<file path="src/rtl/mem_arbiter.sv">
// mem_arbiter: shares one synchronous single-port memory between an
// instruction-fetch port and a data port. Data normally wins; a bounded
// starvation counter hands the slot to fetch after STARVE_MAX data grants.
module mem_arbiter #(
  parameter int AW         = 10,
  parameter int DW         = 32,
  parameter int STARVE_MAX = 3
) (
  input  logic          clk1,
  input  logic          rst_n,
  input  logic          halted,
  input  logic          flush,
  input  logic          if_req,
  input  logic [AW-1:0] if_addr,
  output logic          if_gnt,
  output logic          if_valid,
  output logic [DW-1:0] if_rdata,
  input  logic          dm_req,
  input  logic          dm_we,
  input  logic [AW-1:0] dm_addr,
  input  logic [DW-1:0] dm_wdata,
  output logic          dm_gnt,
  output logic          dm_valid,
  output logic [DW-1:0] dm_rdata,
  output logic          mem_en,
  output logic          mem_we,
  output logic [AW-1:0] mem_addr,
  output logic [DW-1:0] mem_wdata,
  input  logic [DW-1:0] mem_rdata
);

  localparam int SW = (STARVE_MAX < 1) ? 1 : $clog2(STARVE_MAX + 1);

  // Owner of the memory response arriving this cycle.
  typedef enum logic [1:0] {IDLE, RD_IF, RD_DM, WR_DM} state_t;

  state_t        r_state;
  state_t        w_next;
  logic [SW-1:0] r_starve;
  logic          r_drop;
  logic          w_starved;
  logic          w_if_gnt;
  logic          w_dm_gnt;

  // Fetch only beats a pending data request once it has waited long enough.
  // Grants are masked by rst_n so nothing leaves the block while in reset.
  assign w_starved = (r_starve == SW'(STARVE_MAX));
  assign w_if_gnt  = rst_n && if_req && !halted && (!dm_req || w_starved);
  assign w_dm_gnt  = rst_n && dm_req && !w_if_gnt;

  // State register: owner of next cycle's read data, plus the flush-drop flag.
  always_ff @(posedge clk1 or negedge rst_n) begin
    if (!rst_n) begin
      r_state <= IDLE;
      r_drop  <= 1'b0;
    end else begin
      r_state <= w_next;
      r_drop  <= w_if_gnt && flush;
    end
  end

  // Next owner follows whichever grant (if any) was given this cycle.
  always_comb begin
    w_next = IDLE;
    if (w_if_gnt)      w_next = RD_IF;
    else if (w_dm_gnt) w_next = dm_we ? WR_DM : RD_DM;
  end

  // Outputs: grant side drives the memory, state side returns the response.
  always_comb begin
    if_gnt    = w_if_gnt;
    dm_gnt    = w_dm_gnt;
    mem_en    = w_if_gnt || w_dm_gnt;
    mem_we    = w_dm_gnt && dm_we;
    mem_addr  = '0;
    mem_wdata = '0;
    if (w_if_gnt) begin
      mem_addr = if_addr;
    end else if (w_dm_gnt) begin
      mem_addr  = dm_addr;
      mem_wdata = dm_wdata;
    end
    if_valid = 1'b0;
    if_rdata = '0;
    dm_valid = 1'b0;
    dm_rdata = '0;
    case (r_state)
      RD_IF: if (!(r_drop || flush)) begin
        if_valid = 1'b1;
        if_rdata = mem_rdata;
      end
      RD_DM: begin
        dm_valid = 1'b1;
        dm_rdata = mem_rdata;
      end
      WR_DM: dm_valid = 1'b1;
      default: ;
    endcase
  end

  // Starvation counter: counts data grants that pass over a waiting fetch.
  // A halted core is not starving, so the count is frozen while halted.
  always_ff @(posedge clk1 or negedge rst_n) begin
    if (!rst_n)
      r_starve <= '0;
    else if (!if_req || w_if_gnt)
      r_starve <= '0;
    else if (!halted && w_dm_gnt && !w_starved)
      r_starve <= r_starve + SW'(1);
  end

endmodule

</file>
<file path="config.mk">
export PLATFORM = sky130hd
export DESIGN_NAME = mem_arbiter
export DESIGN_NICKNAME = d
export VERILOG_FILES = /design/src/rtl/mem_arbiter.sv
export SDC_FILE = /design/constraint.sdc
export NUM_CORES = 1
export LEC_CHECK = 0
export ABC_AREA = 1
export CAP_MARGIN = 20
export CORE_MARGIN = 5
export CORE_UTILIZATION = 19
export CTS_CLUSTER_DIAMETER = 200
export CTS_CLUSTER_SIZE = 12
export DETAILED_ROUTE_END_ITERATION = 10
export PLACE_DENSITY = 0.78
export RECOVER_POWER = 100
export SETUP_SLACK_MARGIN = 0.5
export SYNTH_ARGS = -nofsm -noshare
export SYNTH_HDL_FRONTEND = slang
export SYNTH_SLANG_ARGS = --single-unit
export TNS_END_PERCENT = 1
</file>
<file path="constraint.sdc">
create_clock -name clk1 -period 1.2 [get_ports clk1]
set_input_delay 0.18 -clock clk1 [delete_from_list [all_inputs] [get_ports clk1]]
set_output_delay 0.18 -clock clk1 [all_outputs]
set_load 0.02 [all_outputs]
</file>
==> results.json <==
{
  "drv_cap": 0,
  "setup_ws_ps": -500.1,
  "cts_buffers": 3,
  "layout-drive-gt1-share": 0.4311,
  "fin_worst_skew_ps": 0.8391,
  "post-cts-setup-buffers": 0,
  "root_buffer": "clkbuf_8",
  "tritoncts": "built",
  "use_met1": 0.1635,
  "clockBufferDepth": 2,
  "setup_viol": 112,
  "vias": 2185,
  "synth_fp_nets": 335,
  "timing.final.crit_share": 1.417,
  "num-fill-cells": 537,
  "synth_cells": 243,
  "clock-sinks": 5,
  "drt_iter0_drc": 36,
  "rsz0062_at_grt": "yes",
  "portBuffers": 202,
  "final_common_cell": "clkdlybuf4s50_1",
  "fmax_mhz": 588.2,
  "grt_pass1_vias": 2136,
  "fp.dieW_um": 88.01,
  "r2r-end": "r_state[1]",
  "final_cell_mix": "clkdlybuf4s50_1, inv_1, buf_4",
  "required_ps": 1020,
  "yosysSeqAreaShare": 0.1082,
  "row_count": 28,
  "status": "finished with violations",
  "fin_nets": 550,
  "total_leakage_power_nw": 2.001,
  "synth-seq-cells": 5,
  "path_clk_slew_ps": 40,
  "routabilityCongestion": 0.7775,
  "stdcell_count": 532,
  "htree_num_levels": 1,
  "fin_crit_ps": 1700,
  "reg2reg_from": "r_starve[1]",
  "critical_path.max_fanout": 9,
  "overflow": 0,
  "met3_usage": 0.04986,
  "start_util": 0.1953,
  "drv_slew": 0,
  "peakVddDrop_v": 0.0003179,
  "clk_latency_ps": 220,
  "ios": 203,
  "cp-end-kind": "primary output",
  "route.detailed.drc": 0,
  "grt_util_met2": 0.3308,
  "die_y_um": 88.01,
  "violations": "setup timing",
  "die_area_mm2": 0.007745,
  "ys_warn_count": 0,
  "slew_headroom": 0.8006,
  "grt_max_degree": 34,
  "postRouteWirelength_um": 6993,
  "antenna_cells": 0,
  "syn_area_mm2": 0.001156,
  "postCtsHoldBufs": 0,
  "cp-start-kind": "flip-flop",
  "avgRoutedWirePerCell_um": 13.14,
  "viasPerCell": 4.107,
  "hold_path_class": "in2async",
  "area_delta_synth_final_pct": 221.9,
  "busiest_layer": "met2",
  "worst-r2r-setup-slack_ps": -160,
  "worstSetupPathType": "reg2out",
  "synth_cell_types": 19,
  "avgSynthCellArea_um2": 4.758,
  "powerDensity_mw_per_mm2": 451.2,
  "hold_violations": 0,
  "drtPass1Iterations": 4,
  "antenna_found_initial": 0,
  "r2r_cells": 8,
  "grt_pass1_wl_um": 10250,
  "dpl.hpwl_um": 5973,
  "max_slew.worst_pin.slew_ps": 299.1,
  "core_mm2": 0.005921,
  "critical_path_arrival_ps": 1520,
  "track_usage": 0.1672,
  "antenna_left": 0,
  "fin_util": 0.6285,
  "place_inst": 528
}
## final cells by class
class	count	area (um^2)	area share
clock buffer	4	45.04	0.01210
tap	75	93.84	0.02522
timing repair buffer	224	2228	0.5989
inverter	74	280.3	0.07532
multi-input combinational	150	948.4	0.2549
sequential	5	125.1	0.03362
## how the worst max path moves through the flow
| stage | start | to | depth (start not counted) |
|---|---|---|---|
| final | r_starve[1] | mem_wdata[18] | 8 |
| after global routing | r_starve[1] | mem_wdata[18] | 8 |
| after CTS | r_starve[1] | mem_wdata[13] | 8 |
| after detailed placement | dm_req | mem_wdata[0] | 7 |
| after global placement | dm_req | mem_wdata[0] | 7 |
| after floorplan | r_starve[0] | mem_wdata[0] | 7 |
## critical path, cell delays in order, from the launching register on
cell and delay (ps):
dfrtp_1 380, ha_2 210, inv_2 70, nand2_4 70
nand2_8 90, nand2_8 90, buf_12 170, nor2_4 90
buf_6 120
## cell usage after synthesis
cell | n | area share
nand3_1 | 20 | 0.087
buf_6 | 3 | 0.029
nand2_1 | 19 | 0.062
o211ai_1 | 1 | 0.0065
nand2_4 | 1 | 0.0097
dfrtp_1 | 5 | 0.11
nor2_2 | 9 | 0.049
nand4_1 | 1 | 0.0054
buf_2 | 6 | 0.026
o21ai_0 | 1 | 0.0043
inv_1 | 72 | 0.23
ha_1 | 1 | 0.011
a21oi_1 | 1 | 0.0043
clkbuf_1 | 4 | 0.013
nand2_8 | 1 | 0.017
nor2_1 | 94 | 0.31
inv_2 | 2 | 0.0065
nor2_4 | 1 | 0.0097
buf_8 | 1 | 0.013
## timing repair
| item | in CTS | in global routing |
|---|---|---|
| setup endpoints to repair | 117 | 117 |
| endpoints found under the hold margin | 0 | 5 |
| pin swaps | 3 | 2 |
| resized for setup | 610 | 43 |
## metrics by stage
stage	cell area, um^2	setup WS [ps]	setup TNS (ps)	hold slack, ps	power [mW]
after floorplan	1374	-145.6	-5279	-115.6	0.6598
after global placement	3631	-844.8	-71590	519.6	1.312
after detailed placement	3631	-868.0	-73650	519.3	1.331
after CTS	3587	-517.1	-31770	287.6	1.659
after global routing	3721	-550.9	-39440	181.7	1.772
final	3721	-500.1	-30990	134.3	1.679
## flip-flops by register name (all words and copies together), names as in the netlist
register / flops
r_drop: 1
r_state: 2
r_starve: 2
## power breakdown
| part | switching, mW | total [mW] | internal, mW |
|---|---|---|---|
| logic | 0.555 | 1.18 | 0.628 |
| clock network | 0.0878 | 0.316 | 0.228 |
| registers | 0.00378 | 0.180 | 0.176 |
## logic make-up after synthesis
kind of cell,Yosys count,synth area share
buf+inv,88,0.3214
fa+ha+maj,1,0.01082
simple gates,146,0.5444
flops,5,0.1082
compound gates,3,0.01515
## metal layers
| metal | vias up | share of wire |
|---|---|---|
| met5 | - | 0 |
| met2 | 127 | 0.54 |
| li1 | 1098 | - |
| met4 | 0 | 0.021 |
| met1 | 949 | 0.30 |
| met3 | 11 | 0.14 |
Note: power is estimated with default switching activity, not from simulation.
